[src/rtl/instr_fetch_unit_if.sv]
// Fetch-side bus: instruction-memory read port, redirect input and decode handshake.
// The fetch unit is the master; the memory/execute/decode environment is the slave.
interface instr_fetch_unit_if;
    logic        fetch_en;
    logic [31:0] imem_addr;
    logic [31:0] imem_data;
    logic        redirect_valid;
    logic [31:0] redirect_pc;
    logic        instr_valid;
    logic [31:0] instr;
    logic [31:0] instr_pc;
    logic        instr_ready;
    logic        misalign_err;
    logic        fetch_halted;

    modport master (
        input  fetch_en, imem_data, redirect_valid, redirect_pc, instr_ready,
        output imem_addr, instr_valid, instr, instr_pc, misalign_err, fetch_halted
    );

    modport slave (
        output fetch_en, imem_data, redirect_valid, redirect_pc, instr_ready,
        input  imem_addr, instr_valid, instr, instr_pc, misalign_err, fetch_halted
    );
endinterface

[src/rtl/instr_fetch_unit.sv]
// Instruction fetch unit: PC generation, prefetch FIFO and redirect/flush handling.
// Optional upper-bound fetch check is enabled by defining FETCH_BOUND_CHECK_EN.
module instr_fetch_unit #(
    parameter logic [31:0] RESET_PC      = 32'h0000_0000,
    parameter int unsigned FIFO_DEPTH    = 2,
    parameter logic [31:0] MEM_LAST_ADDR = 32'd100
) (
    input  logic               clk,
    input  logic               rst,
    instr_fetch_unit_if.master bus
);

    localparam int unsigned PTR_W = (FIFO_DEPTH > 1) ? $clog2(FIFO_DEPTH) : 1;
    localparam int unsigned CNT_W = PTR_W + 1;

    typedef enum logic [1:0] {
        ST_IDLE = 2'd0,
        ST_RUN  = 2'd1,
        ST_HALT = 2'd2
    } state_t;

    state_t           r_state;
    state_t           w_state_nxt;
    logic [31:0]      r_fetch_pc;
    logic [31:0]      w_fetch_pc_nxt;

    logic [31:0]      r_fifo_instr [FIFO_DEPTH];
    logic [31:0]      r_fifo_pc    [FIFO_DEPTH];
    logic [PTR_W-1:0] r_rd_ptr;
    logic [PTR_W-1:0] r_wr_ptr;
    logic [CNT_W-1:0] r_count;

    logic [31:0]      r_last_instr;
    logic [31:0]      r_last_pc;
    logic             r_misalign;

    logic             w_nonempty;
    logic             w_pop;
    logic             w_space;
    logic             w_want_capture;
    logic             w_capture;
    logic             w_pc_inbound;
    logic             w_redirect_inbound;
    logic [31:0]      w_redirect_pc;

    assign w_nonempty     = (r_count != '0);
    assign w_pop          = w_nonempty && bus.instr_ready;
    assign w_space        = (r_count < CNT_W'(FIFO_DEPTH)) || w_pop;
    assign w_want_capture = (r_state == ST_RUN) && bus.fetch_en
                            && !bus.redirect_valid && w_space;
    assign w_redirect_pc  = {bus.redirect_pc[31:2], 2'b00};

`ifdef FETCH_BOUND_CHECK_EN
    assign w_pc_inbound       = (r_fetch_pc + 32'd3) <= MEM_LAST_ADDR;
    assign w_redirect_inbound = (w_redirect_pc + 32'd3) <= MEM_LAST_ADDR;
    assign bus.fetch_halted   = (r_state == ST_HALT);
`else
    logic w_unused_bound;
    assign w_unused_bound     = ^MEM_LAST_ADDR;
    assign w_pc_inbound       = 1'b1;
    assign w_redirect_inbound = 1'b1;
    assign bus.fetch_halted   = 1'b0;
`endif

    assign w_capture = w_want_capture && w_pc_inbound;

    always_ff @(posedge clk) begin
        if (rst) begin
            r_state    <= ST_IDLE;
            r_fetch_pc <= RESET_PC;
        end else begin
            r_state    <= w_state_nxt;
            r_fetch_pc <= w_fetch_pc_nxt;
        end
    end

    always_comb begin
        w_state_nxt    = r_state;
        w_fetch_pc_nxt = r_fetch_pc;

        // A redirect that coincides with fetch_en in IDLE keeps IDLE for one more cycle.
        unique case (r_state)
            ST_IDLE: begin
                if (!bus.redirect_valid && bus.fetch_en) begin
                    w_state_nxt = ST_RUN;
                end
            end
            ST_RUN: begin
                if (w_want_capture && !w_pc_inbound) begin
                    w_state_nxt = ST_HALT;
                end
            end
            ST_HALT: begin
                if (bus.redirect_valid && w_redirect_inbound) begin
                    w_state_nxt = ST_RUN;
                end
            end
            default: w_state_nxt = ST_IDLE;
        endcase

        if (bus.redirect_valid) begin
            w_fetch_pc_nxt = w_redirect_pc;
        end else if (w_capture) begin
            w_fetch_pc_nxt = r_fetch_pc + 32'd4;
        end
    end

    always_ff @(posedge clk) begin
        if (rst) begin
            r_rd_ptr     <= '0;
            r_wr_ptr     <= '0;
            r_count      <= '0;
            r_misalign   <= 1'b0;
            r_last_instr <= '0;
            r_last_pc    <= '0;
        end else begin
            if (w_nonempty) begin
                r_last_instr <= r_fifo_instr[r_rd_ptr];
                r_last_pc    <= r_fifo_pc[r_rd_ptr];
            end
            if (bus.redirect_valid) begin
                r_rd_ptr <= '0;
                r_wr_ptr <= '0;
                r_count  <= '0;
                if (bus.redirect_pc[1:0] != 2'b00) begin
                    r_misalign <= 1'b1;
                end
            end else begin
                if (w_capture) begin
                    r_wr_ptr <= r_wr_ptr + PTR_W'(1);
                end
                if (w_pop) begin
                    r_rd_ptr <= r_rd_ptr + PTR_W'(1);
                end
                if (w_capture && !w_pop) begin
                    r_count <= r_count + CNT_W'(1);
                end else if (!w_capture && w_pop) begin
                    r_count <= r_count - CNT_W'(1);
                end
            end
        end
    end

    always_ff @(posedge clk) begin
        if (!rst && w_capture) begin
            r_fifo_instr[r_wr_ptr] <= bus.imem_data;
            r_fifo_pc[r_wr_ptr]    <= r_fetch_pc;
        end
    end

    // When empty, the head outputs replay the last head that was presented.
    assign bus.imem_addr    = r_fetch_pc;
    assign bus.instr_valid  = w_nonempty;
    assign bus.instr        = w_nonempty ? r_fifo_instr[r_rd_ptr] : r_last_instr;
    assign bus.instr_pc     = w_nonempty ? r_fifo_pc[r_rd_ptr]    : r_last_pc;
    assign bus.misalign_err = r_misalign;

    a_count_bound: assert property (@(posedge clk) disable iff (rst)
        r_count <= CNT_W'(FIFO_DEPTH));

    a_pc_aligned: assert property (@(posedge clk) disable iff (rst)
        r_fetch_pc[1:0] == 2'b00);

endmodule

[src/flat_wrapper.sv]
// flat-port wrapper written by rule: the top's interface ports become plain ports
module instr_fetch_unit_flat 
#(
    parameter logic [31:0] RESET_PC      = 32'h0000_0000,
    parameter int unsigned FIFO_DEPTH    = 2,
    parameter logic [31:0] MEM_LAST_ADDR = 32'd100
)
  (clk, rst, bus_fetch_en, bus_imem_data, bus_redirect_valid, bus_redirect_pc, bus_instr_ready, bus_imem_addr, bus_instr_valid, bus_instr, bus_instr_pc, bus_misalign_err, bus_fetch_halted);
  instr_fetch_unit_if bus_i ();
  input  logic clk;
  input  logic rst;
  input wire logic [$bits(bus_i.fetch_en)-1:0] bus_fetch_en;
  input wire logic [$bits(bus_i.imem_data)-1:0] bus_imem_data;
  input wire logic [$bits(bus_i.redirect_valid)-1:0] bus_redirect_valid;
  input wire logic [$bits(bus_i.redirect_pc)-1:0] bus_redirect_pc;
  input wire logic [$bits(bus_i.instr_ready)-1:0] bus_instr_ready;
  output wire logic [$bits(bus_i.imem_addr)-1:0] bus_imem_addr;
  output wire logic [$bits(bus_i.instr_valid)-1:0] bus_instr_valid;
  output wire logic [$bits(bus_i.instr)-1:0] bus_instr;
  output wire logic [$bits(bus_i.instr_pc)-1:0] bus_instr_pc;
  output wire logic [$bits(bus_i.misalign_err)-1:0] bus_misalign_err;
  output wire logic [$bits(bus_i.fetch_halted)-1:0] bus_fetch_halted;
  assign bus_i.fetch_en = bus_fetch_en;
  assign bus_i.imem_data = bus_imem_data;
  assign bus_i.redirect_valid = bus_redirect_valid;
  assign bus_i.redirect_pc = bus_redirect_pc;
  assign bus_i.instr_ready = bus_instr_ready;
  assign bus_imem_addr = bus_i.imem_addr;
  assign bus_instr_valid = bus_i.instr_valid;
  assign bus_instr = bus_i.instr;
  assign bus_instr_pc = bus_i.instr_pc;
  assign bus_misalign_err = bus_i.misalign_err;
  assign bus_fetch_halted = bus_i.fetch_halted;
  instr_fetch_unit #(.RESET_PC(RESET_PC), .FIFO_DEPTH(FIFO_DEPTH), .MEM_LAST_ADDR(MEM_LAST_ADDR)) u_core (.clk(clk), .rst(rst), .bus(bus_i));
endmodule
[config.mk]
export PLATFORM = sky130hd
export DESIGN_NAME = instr_fetch_unit_flat
export DESIGN_NICKNAME = d
export VERILOG_FILES = /design/src/rtl/instr_fetch_unit_if.sv /design/src/rtl/instr_fetch_unit.sv /design/src/flat_wrapper.sv
export SDC_FILE = /design/constraint.sdc
export NUM_CORES = 1
export LEC_CHECK = 0
export BUFFER_PORTS_ARGS = -buffer_cell sky130_fd_sc_hd__buf_2
export CAP_MARGIN = 20
export CORE_MARGIN = 10
export CORE_UTILIZATION = 41
export CTS_BUF_LIST = sky130_fd_sc_hd__clkbuf_16
export DETAILED_ROUTE_END_ITERATION = 8
export PLACE_DENSITY = 0.7
export SLEW_MARGIN = 20
export SYNTH_ARGS = -nofsm -noshare
export SYNTH_HDL_FRONTEND = slang
export SYNTH_SLANG_ARGS = --single-unit
[constraint.sdc]
create_clock -name clk -period 7.71 [get_ports clk]
set_input_delay 0.771 -clock clk [delete_from_list [all_inputs] [get_ports clk]]
set_output_delay 0.771 -clock clk [all_outputs]
set_load 0.02 [all_outputs]
Word level (Yosys, flattened, before mapping) --
Memory sizes are Yosys's and may differ from the RTL's. A register that Yosys moved wholly into a read port is not among the register bits. Cells that the tools add are included.
Storage, ports and cells: flip-flop bits (word level) 103, RAM bits 128, input port bits 69, logic and storage cells 58, memories kept 2
Cells by class: add/subtract/negate cells 5, magnitude comparators 1, eq/ne operators 4, muxes and demuxes 15, bitwise operators 1, reduce and logical (&&, ||, !) cells 21
Memories:
- u_core.r_fifo_instr | depth 2, width 32, rd ports 1, clocked after Yosys merged registers in 1, write ports 1, line instr_fetch_unit.sv:27 | logic [31:0] r_fifo_instr [FIFO_DEPTH];
- u_core.r_fifo_pc | depth 2, width 32, rd ports 1, clocked after Yosys merged registers in 1, write ports 1, line instr_fetch_unit.sv:28 | logic [31:0] r_fifo_pc [FIFO_DEPTH];
Operator list (number):
- 32-bit 2-to-1 mux | 4
- 32-bit by 3-bit adder with 32-bit output, second input constant | 1
- 1-bit logical AND | 8
- 2-bit 2-to-1 mux | 4
- 2-bit nonzero test | 4
- 1-bit 2-to-1 mux | 6
- 2-bit case mux with 3 select lines | 1
- 1-bit zero test | 4
- 3-bit AND reduction | 1
- 1-bit adder, second input constant | 2
- 2-bit by 1-bit adder with 2-bit output, second input constant | 1
- 2-bit by 1-bit equality test with 1-bit output, second input constant | 1
- 2-bit equality test, second input constant | 1
- 2-bit zero test | 1
- 2-bit less-than comparator, second input constant | 1
- 2-bit by 1-bit != test with 1-bit output, second input constant | 1
- 2-bit != test, second input constant | 1
- 2-bit AND reduction | 1
- 2-bit OR reduction | 1
- 2-bit by 1-bit subtractor with 2-bit output, second input constant | 1
- 1-bit logical OR | 1
- 1-bit inverter | 1

Logic depth before layout (Yosys ltp) --
Gate-level depths: netlist of the first run.
word-level depth 8, depth in mapped cells 11

Worst setup path after synthesis of the first run --
OpenSTA, ideal clock, no wires.
path kind input to register, from input port bus_fetch_en, to memory u_core.r_fifo_instr[0][0] (enable), arrival 4.395 ns, data required time 7.228 ns, setup slack 2.833 ns, stages on the path 6, buffers on the path 2, path through nand2_1 > or2_1 > buf_6 > or3_1 > buf_2 > nor2_1
On the way: word-level cells in the longest chain between the ends 6
Ends and longest elaborated chain:
- start: declaration | line flat_wrapper.sv:12 | input wire logic [$bits(bus_i.fetch_en)-1:0] bus_fetch_en;
- 1-bit logical AND | line instr_fetch_unit.sv:49 | assign w_want_capture = (r_state == ST_RUN) && bus.fetch_en
- 1-bit logical AND (2 in a row) | line instr_fetch_unit.sv:50 | && !bus.redirect_valid && w_space;
- 1-bit logical AND | line instr_fetch_unit.sv:145 | if (!rst && w_capture) begin
- 1-bit 2-to-1 mux | line instr_fetch_unit.sv:145
- 1-bit 2-to-1 mux (not written as such) | line instr_fetch_unit.sv:146 | r_fifo_instr[r_wr_ptr] <= bus.imem_data;
- end: declaration | line instr_fetch_unit.sv:27
Every way passes these cells.

Final worst setup path of the first run --
from register u_core.r_count[1], to output port bus_instr_pc[8]
On the way: word-level cells in the longest chain between the ends 2
Ends and longest elaborated chain:
- start: declaration | line instr_fetch_unit.sv:31 | logic [CNT_W-1:0] r_count;
- start signal: assignment | line instr_fetch_unit.sv:136 | r_count <= r_count + CNT_W'(1);
- start signal: assignment | line instr_fetch_unit.sv:138 | r_count <= r_count - CNT_W'(1);
- 2-bit nonzero test | line instr_fetch_unit.sv:46 | assign w_nonempty = (r_count != '0);
- 32-bit 2-to-1 mux | line instr_fetch_unit.sv:155 | assign bus.instr_pc = w_nonempty ? r_fifo_pc[r_rd_ptr] : r_last_pc;
- end: declaration | line flat_wrapper.sv:20 | output wire logic [$bits(bus_i.instr_pc)-1:0] bus_instr_pc;
Every way passes these cells.

==> results of run 1 <==
[worst reg2reg max path: stages, from the launching register on]
cell,delay (ns)
dfxtp_1,0.35
nor2b_1,0.23
or2_1,0.45
or3_1,0.62
nor2_4,0.55
buf_4,0.60
[per-layer routing]
layer	up-vias	GRT usage, %	part of all wire (%)
met5	-	0	0.063
met4	2	3.05	1.4
met3	28	4.78	7.8
met2	174	21.2	44
met1	2681	19.5	47
li1	2859	-	-
[metrics by stage]
step	util (%)	hold slack, ns	instances	area (µm²)
6_report	50.2	0.448	1166	10600
5_1_grt	50.2	0.436	1166	10600
4_1_cts	50.0	0.435	1165	10600
3_5_place_dp	46.5	0.437	1121	9820
3_3_place_gp	46.5	0.435	1121	9820
2_1_floorplan	-	0.437	723	8800
[layout make-up]
class,instances,area (µm²)
clock buffers,25,626
clock inverters,19,111
fillers,1905,10500
inverters,7,26.3
multi-input cells,445,2840
flip-flops and latches,225,5750
well taps,275,344
repair buffers,170,888
[synth_stat cells (all sizes together), types with 4 or more instances]
master | count | area share, %
o22ai | 9 | 0.64
nor2b | 65 | 4.6
edfxtp | 124 | 42
nor3 | 13 | 0.80
nand3 | 10 | 0.57
inv | 7 | 0.30
a211oi | 13 | 1.2
nor2 | 22 | 0.94
buf | 17 | 1.2
dfxtp | 101 | 23
nor4 | 7 | 0.71
nand2 | 87 | 3.7
xor2 | 15 | 1.5
and4 | 6 | 0.60
and3 | 13 | 0.93
clkbuf | 29 | 1.2
o21ai | 63 | 3.6
a21oi | 18 | 1.0
mux2i | 62 | 7.1
nand4 | 8 | 0.74
nor4b | 4 | 0.57
xnor2 | 19 | 1.9
[power by group through the flow]
stage	Combinational (mW)	Clock (mW)	Sequential, mW
after global routing	0.178	1.15	1.32
after CTS	0.163	1.10	1.32
final	0.162	1.07	1.32
after global placement	0.161	0	1.34
after detailed placement	0.163	0	1.34
after floorplan	0.0886	0	1.34
[sequential cells by signal (all words and copies together), names as in the netlist, named ones only]
name                     cells
u_core.r_wr_ptr              1
u_core.bus.imem_addr        30
u_core.r_last_pc            32
u_core.r_state               1
u_core.bus.misalign_err      1
u_core.r_fifo_pc            60
u_core.r_last_instr         32
u_core.r_fifo_instr         64
u_core.r_rd_ptr              1
u_core.r_count               2
[kinds of logic after synthesis]
family	synth area share [%]
AO/OA/AOI/OAI	6.66
XOR/XNOR	3.39
adder cells (fa/ha/maj)	0.285
buffers and inverters	2.75
flip-flops	65.3
multiplexers	7.06
other	0.0427
AND/OR/NAND/NOR	14.5
[path summary, 6_finish.rpt]
path	start	to	slack (ns)	cells past startpoint
worst max-delay path	u_core.r_count[1]	bus_instr_pc[8]	4.01	4
worst min register to register	u_core.bus.misalign_err	u_core.bus.misalign_err	0.45	2
worst min-delay path	u_core.bus.misalign_err	u_core.bus.misalign_err	0.45	2
worst max register to register	u_core.r_count[1]	u_core.r_fifo_pc[1][11]	4.49	5
==> run_results.csv, run 1 <==
group,metric,value,unit
outcome,outcome,"finished clean",
yosys,syn_area_per_cell,12.2,µm²
setup_path,path_cells,"nor2_4 -> buf_4 -> o21ai_0 -> buf_2",
final_layout,drive_above_1_share,24.0,%
setup_path,cp_slowest_stage_delay,0.75,ns
floorplan,io_pins,168,
sta,period_needed,3.70,ns
detailed_routing,wl_per_cell,17.8,µm
clocking,post_cts_resized,0,
setup_path,critPathMaxFanout,82,
yosys,synth_area,8790,µm²
global_route,grt_overflow,0,
setup_path,start_kind,"flip-flop",
setup_path,critical_path_required,6.94,ns
pwr,clkPwrFrac,42.0,%
global_route,grt_pass1_wl,32100,µm
sta,finalCritPeriodShare,48.0,%
yosys,yosysWarningCount,0,
clocking,h-tree-depth,1,
sta,fmax,270,MHz
pwr,pwr-share-seq,51.7,%
setup_path,crit_family,"buffers and inverters",
setup_path,cp_slowest_cell,"nor2_4",
floorplan,die_x,166,µm
detailed_routing,vias,5744,
pwr,combPwrFrac,6.4,%
yosys,synth-edff-count,124,
sta,rsz0062_at_grt,"no",
pwr,leakage,3.96,nW
global_route,grt_antenna_before_repair,1,
sta,slew_violations,0,
setup_path,path_buf_inv,2,
final_layout,final_common_cell,"buf_2",
detailed_routing,firstDrtPassIters,4,
yosys,synth_cells,721,
final_layout,mostFrequentLayoutCells,"buf_2 (163), edfxtp_1 (124), dfxtp_1 (100), nand2_1 (87), nor2b_1 (65)",
clocking,cts_root_buf,"clkbuf_16",
detailed_routing,drt-initial-drc-count,319,
sta,setup_tns,0,ns
final_layout,syn_to_final_growth,20.3,%
clocking,cts_buffers,24,
detailed_routing,vias_per_cell,4.93,
global_route,grt_pass1_vias,5691,
final_layout,fin_nets,944,
clocking,post-cts-setup-buffers,0,
floorplan,die-area,27700,µm²
pwr,ir_worst_vdd,0.000130,V
placement,hpwl,13800,µm
sta,slew_headroom,36.9,%
detailed_routing,antenna_left,0,
job,cap_violations,0,
clocking,clk_latency,0.51,ns
sta,worst_slew_pin_slew,0.944,ns
sta,setup_slack,4.01,ns
clocking,cts_buffer_depth,3,
pwr,p_sw,0.582,mW
global_route,grt_usage,14.2,%
clocking,cts_hold_buf,0,
sta,finalHoldViolations,0,
placement,pre_cts_ws,3.98,ns
pwr,report.power.total,2.55,mW
placement,portBuffers,164,
placement,place_congestion,0.821,
pwr,powerDensity,241,nW/µm²
clocking,tritoncts,"yes",
floorplan,core_area,21100,µm²
setup_path,endpoint_kind,"output port",
setup_path,crit_type,"flip-flop to output port",
pwr,p_int,1.96,mW
sta,setup_violations,0,
floorplan,die_y,166,µm
pwr,p_sw_share,22.9,%
sta,finalClockSkew,0.0136,ns
clocking,clk_pin_slew,0.06,ns
yosys,ys.flop_type,"edfxtp_1",
clocking,cts.sinks,225,
yosys,ys_ff_latch,225,
yosys,synth.distinct_cells,37,
global_route,grt_max_degree,83,
yosys,async_reset_ff_share,0,%
min_path,min_path_type,"flip-flop to flip-flop",
final_layout,antenna_cells,0,
detailed_routing,route.detailed.drc,0,
yosys,ys_seq_area_share,65.3,%
setup_path,cp_data_arrival_time,2.93,ns
detailed_routing,drt-total-wl,20700,µm
floorplan,start_util,41.7,%
floorplan,rows,53,
(Power assumes the default switching activity.)
==> inputs of run 2 (changes only) <==
Settings changed: PLACE_DENSITY 0.7 to 0.72.
Clock period 7.71 ns to 3.38 ns, I/O delays scaled along.
==> run_results.csv, run 2 (same netlist as run 1, synthesis figures left out) <==
group,metric,value,unit
outcome,outcome,"finished clean",
global_route,grt.met3_usage,4.26,%
sta,worst_slew_pin_slew,0.756,ns
global_route,grt_max_degree,128,
floorplan,io_pins,168,
setup_path,start_kind,"flip-flop",
final_layout,largest-register,"u_core.r_fifo_instr",
clocking,clk_latency,0.52,ns
sta,rsz0062_at_grt,"no",
detailed_routing,wl_per_cell,18.0,µm
sta,fmax,386,MHz
detailed_routing,vias,5884,
final_layout,finalNonFillerCells,1179,
pwr,powerDensity,557,nW/µm²
final_layout,finish.utilization,50.9,%
setup_path,rr_worst_depth,5,
floorplan,rows,53,
setup_path,cp-endpoint,"bus_instr[18]",
sta,setup_slack,0.787,ns
job,cap_violations,0,
pwr,report.power.total,5.98,mW
clocking,clk_pin_slew,0.06,ns
setup_path,critical_path_required,3.04,ns
global_route,grt_antenna_before_repair,0,
sta,slew_violations,0,
clocking,cts_buffer_depth,3,
detailed_routing,drt-total-wl,21200,µm
setup_path,cp_num_cells,4,
setup_path,r2r-start,"u_core.r_count[1]",
detailed_routing,antenna_left,0,
setup_path,path_cells,"buf_4 -> mux2i_1 -> o21ai_0 -> buf_2",
global_route,grt_pass1_vias,6101,
final_layout,ff_latch_area,5750,µm²
final_layout,antenna_cells,0,
clocking,cts_hold_buf,8,
setup_path,critPathMaxFanout,32,
placement,dp_cells,1126,
sta,period_needed,2.59,ns
placement,place_congestion,0.769,
final_layout,largest_reg_flops,64,
final_layout,drive_above_1_share,24.0,%
placement,pre_cts_ws,0.819,ns
detailed_routing,drt-initial-drc-count,424,
floorplan,die-area,27700,µm²
setup_path,path_buf_inv,2,
setup_path,cp_data_arrival_time,2.26,ns
final_layout,final_common_cell,"buf_2",
clocking,post_cts_resized,0,
floorplan,core_area,21100,µm²
clocking,cts_root_buf,"clkbuf_16",
clocking,tritoncts,"yes",
setup_path,regToRegSetupSlack,0.89,ns
setup_path,r2r_end,"u_core.r_fifo_instr[0][20]",
final_layout,syn_to_final_growth,22.1,%
global_route,grt.met1_usage,18.9,%
final_layout,mostFrequentLayoutCells,"buf_2 (163), edfxtp_1 (124), dfxtp_1 (100), nand2_1 (87), nor2b_1 (65)",
global_route,grt_busiest_layer,"met2",
sta,setup_tns,0,ns
final_layout,fillCellCount,1879,
sta,finalClockSkew,0.0184,ns
final_layout,multi_input_area,2840,µm²
final_layout,top_regs,"u_core.r_fifo_instr: 64 flops, u_core.r_fifo_pc: 60 flops",
detailed_routing,route.detailed.drc,0,
sta,finalCritPeriodShare,76.7,%
clocking,post-cts-setup-buffers,0,
sta,finalHoldViolations,0,
placement,portBuffers,164,
sta,holdWs,0.0272,ns
placement,dpl-instance-area,9870,µm²
floorplan,die_y,166,µm
setup_path,crit_family,"flip-flops",
pwr,ir_worst_vdd,0.000343,V
floorplan,die_x,166,µm
placement,hpwl,14100,µm
detailed_routing,firstDrtPassIters,4,
setup_path,cp_slowest_stage_delay,0.73,ns
pwr,leakage,4.06,nW
clocking,cts.sinks,225,
setup_path,crit_type,"flip-flop to output port",
sta,slew_headroom,49.6,%
min_path,min_path_type,"input pin to flip-flop",
final_layout,fin_nets,957,
global_route,grt_pass1_wl,33600,µm
setup_path,cp_slowest_cell,"dfxtp_4",
sta,setup_violations,0,
clocking,cts_buffers,25,
global_route,met2_usage,23.7,%
detailed_routing,vias_per_cell,4.99,
setup_path,endpoint_kind,"output port",
global_route,grt_overflow,0,
clocking,h-tree-depth,1,
final_layout,design_area,10700,µm²
global_route,grt_usage,14.7,%
floorplan,start_util,41.7,%
run 2: changes by cell type in the layout (fill, tap and decap cells not counted), sizes merged:
cell         before  now
clkinvlp          1    0
clkinv           12    5
inv              12   19
buf             170  174
bufinv            1    3
dlygate4sd3       0    8
run 2: worst min-delay path by stage:
stage	start	to	depth (start not counted)
final	bus_imem_data[15]	u_core.r_fifo_instr[1][15]	1
after global routing	bus_imem_data[28]	u_core.r_fifo_instr[0][28]	1
after floorplan	u_core.r_state[0]	u_core.r_state[0]	2
after CTS	bus_imem_data[15]	u_core.r_fifo_instr[1][15]	1
after global placement	u_core.bus.misalign_err	u_core.bus.misalign_err	2
after detailed placement	u_core.r_state[0]	u_core.r_state[0]	2
run 2: layer usage:
layer	routed length (µm)	part of all wire (%)
met5	0	0
met4	513	2.4
met3	1550	7.3
met2	9780	46
met1	9350	44
run 2: where the power goes:
| part | total, mW | internal [mW] | switching (mW) |
|---|---|---|---|
| clock network | 2.60 | 1.56 | 1.04 |
| logic | 0.380 | 0.139 | 0.242 |
| registers | 3.00 | 2.94 | 0.0606 |
run 2: area by class of cell:
type                    instances  share of cell area, %
flip-flops and latches        225                   53.6
multi-input cells             445                   26.4
repair buffers                182                   9.23
clock buffers                  25                   5.83
well taps                     275                   3.21
clock inverters                20                   1.50
inverters                       7                  0.245
==> inputs of run 3 (changes only) <==
Settings changed: ABC_AREA set to 1, PLACE_DENSITY 0.72 to 0.7.
Clock period 3.38 ns to 2.7 ns, I/O delays scaled along.
==> run_results.csv, run 3 <==
group,metric,value,unit
outcome,outcome,"finished clean",
floorplan,rows,54,
final_layout,mostFrequentLayoutCells,"nand2_1 (194), buf_2 (164), a21oi_1 (152), edfxtp_1 (124), dfxtp_1 (100)",
yosys,ys_ff_latch,225,
final_layout,syn_to_final_growth,23.3,%
yosys,synth_most_common_cell,"nand2_1",
detailed_routing,antenna_left,0,
detailed_routing,wl_per_cell,16.7,µm
global_route,grt_busiest_layer,"met2",
yosys,synth_cells,970,
job,cap_violations,0,
detailed_routing,vias_per_cell,5.05,
sta,fmax,396,MHz
yosys,synthTopCellsByCount,"nand2_1 (194), a21oi_1 (152), edfxtp_1 (124), dfxtp_1 (101), nor2_1 (98)",
yosys,synth.distinct_cells,33,
yosys,synth-edff-count,124,
yosys,async_reset_ff_share,0,%
global_route,grt_pass1_wl,38300,µm
final_layout,top_regs,"u_core.r_fifo_instr: 64 flops, u_core.r_fifo_pc: 60 flops",
sta,rsz0062_at_grt,"no",
global_route,met2_usage,26.3,%
sta,slew_headroom,49.1,%
clocking,post-cts-setup-buffers,0,
setup_path,regToRegSetupSlack,0.87,ns
pwr,powerDensity,668,nW/µm²
sta,worst_slew_pin_slew,0.763,ns
yosys,synth_top_area_share,40.2,%
global_route,grt_overflow,0,
clocking,cts_buffer_depth,3,
floorplan,core_area,22000,µm²
floorplan,die-area,29000,µm²
final_layout,finalNonFillerCells,1454,
detailed_routing,drt-total-wl,24200,µm
placement,hpwl,15600,µm
final_layout,largest-register,"u_core.r_fifo_instr",
sta,setup_tns,0,ns
clocking,cts_root_buf,"clkbuf_16",
sta,period_needed,2.52,ns
setup_path,cp-endpoint,"bus_instr_pc[9]",
setup_path,start_kind,"flip-flop",
floorplan,start_util,42.0,%
clocking,cts_buffers,25,
setup_path,r2r-start,"u_core.r_count[1]",
global_route,grt_pass1_vias,7287,
global_route,grt_antenna_before_repair,1,
pwr,ir_worst_vdd,0.000315,V
setup_path,endpoint_kind,"output port",
yosys,ys.flop_type,"edfxtp_1",
placement,dp_cells,1376,
final_layout,final_common_cell,"nand2_1",
yosys,yosysWarningCount,0,
sta,slew_violations,0,
pwr,report.power.total,7.62,mW
yosys,synthTopCellsByArea,"edfxtp_1 (40%), dfxtp_1 (22%), a21oi_1 (8.2%), nand2_1 (7.9%), and2_1 (4.3%)",
global_route,grt.met3_usage,3.66,%
detailed_routing,route.detailed.drc,0,
final_layout,fillCellCount,1999,
clocking,h-tree-depth,1,
yosys,yosysTopAreaCell,"edfxtp_1",
global_route,grt_max_degree,63,
setup_path,critical_path_required,2.43,ns
min_path,min_path_type,"input pin to flip-flop",
placement,portBuffers,164,
placement,dpl-instance-area,10300,µm²
final_layout,largest_reg_flops,64,
sta,finalCritPeriodShare,93.5,%
setup_path,crit_type,"flip-flop to output port",
pwr,leakage,4.88,nW
clocking,clk_pin_slew,0.06,ns
sta,finalClockSkew,0.00974,ns
clocking,tritoncts,"yes",
sta,finalHoldViolations,0,
detailed_routing,drt-initial-drc-count,527,
yosys,syn_area_per_cell,9.54,µm²
global_route,grt_usage,16.2,%
min_path,min_from,"bus_redirect_pc[11]",
yosys,synth_area,9260,µm²
final_layout,finish.utilization,51.8,%
placement,place_congestion,0.878,
setup_path,r2r_end,"u_core.r_count[1]",
setup_path,cp_data_arrival_time,2.25,ns
global_route,grt.met1_usage,21.2,%
setup_path,critPathMaxFanout,43,
floorplan,die_y,170,µm
setup_path,crit_start,"u_core.r_count[0]",
clocking,clk_latency,0.51,ns
detailed_routing,firstDrtPassIters,5,
final_layout,fin_nets,1227,
floorplan,io_pins,168,
final_layout,drive_above_1_share,20.8,%
yosys,ys_seq_area_share,62.1,%
setup_path,rr_worst_depth,8,
final_layout,antenna_cells,0,
final_layout,design_area,11400,µm²
detailed_routing,vias,7347,
sta,setup_violations,0,
floorplan,die_x,170,µm
clocking,cts.sinks,225,
run 3: critical path: stages, from the launching register on:
cell and delay, ns:
dfxtp_1 0.40, nor2_4 0.08, inv_2 0.38, buf_12 0.30, nor2_1 0.06, a21oi_1 0.27, buf_2 0.24
run 3: logic make-up (layout without fill, tap and decap cells):
kind of cell             count (synthesis)  count (layout)  synth area share, %
XOR/XNOR                                 3               3                0.284
AO/OA/AOI/OAI                          170             170                 9.42
AND/OR/NAND/NOR                        454             454                 22.3
flip-flops                             225             225                 62.1
other                                    1               3               0.0405
adder cells (fa/ha/maj)                  2               2                0.270
buffers and inverters                  115             317                 5.60
run 3: layout make-up:
class | instances | area (µm²) | area share (%)
Sequential cell | 225 | 5750 | 50.4
Multi-Input combinational cell | 632 | 3030 | 26.5
Inverter | 63 | 244 | 2.14
Tap cell | 280 | 350 | 3.07
Clock buffer | 25 | 626 | 5.48
Timing Repair Buffer | 209 | 1290 | 11.3
Clock inverter | 20 | 128 | 1.12
run 3: how the worst min path moves through the flow:
stage,to,depth (start not counted)
4_1_cts,u_core.bus.imem_addr[11],3
2_1_floorplan,u_core.r_fifo_instr[0][0],0
3_3_place_gp,flip-flop,1
6_report,u_core.bus.imem_addr[11],3
3_5_place_dp,flip-flop,1
5_1_grt,u_core.bus.imem_addr[12],3
run 3: what timing repair did:
action / CTS / global route
resized for setup: 0 / 0
hold buffers: 33 / 0
endpoints found under the hold margin: 65 / 0
run 3: stage by stage:
stage	setup WS [ns]	hold slack [ns]
floorplan	-0.0629	0.369
global placement	0.755	0.430
detailed placement	0.720	0.442
CTS	0.182	0.0126
global route	0.0362	0.0399
finish	0.177	0.0303
run 3: power by group:
part / internal (mW) / switching (mW)
Sequential: 3.70 / 0.0841
Combinational: 0.268 / 0.469
Clock: 1.78 / 1.32
Total: 5.75 / 1.87
run 3: layer usage:
layer	up-vias	wire length (µm)	share of wire (%)
met3	43	1630	6.7
met2	232	11300	47
met4	2	516	2.1
met5	-	10	0.041
met1	3477	10800	45
li1	3593	-	-
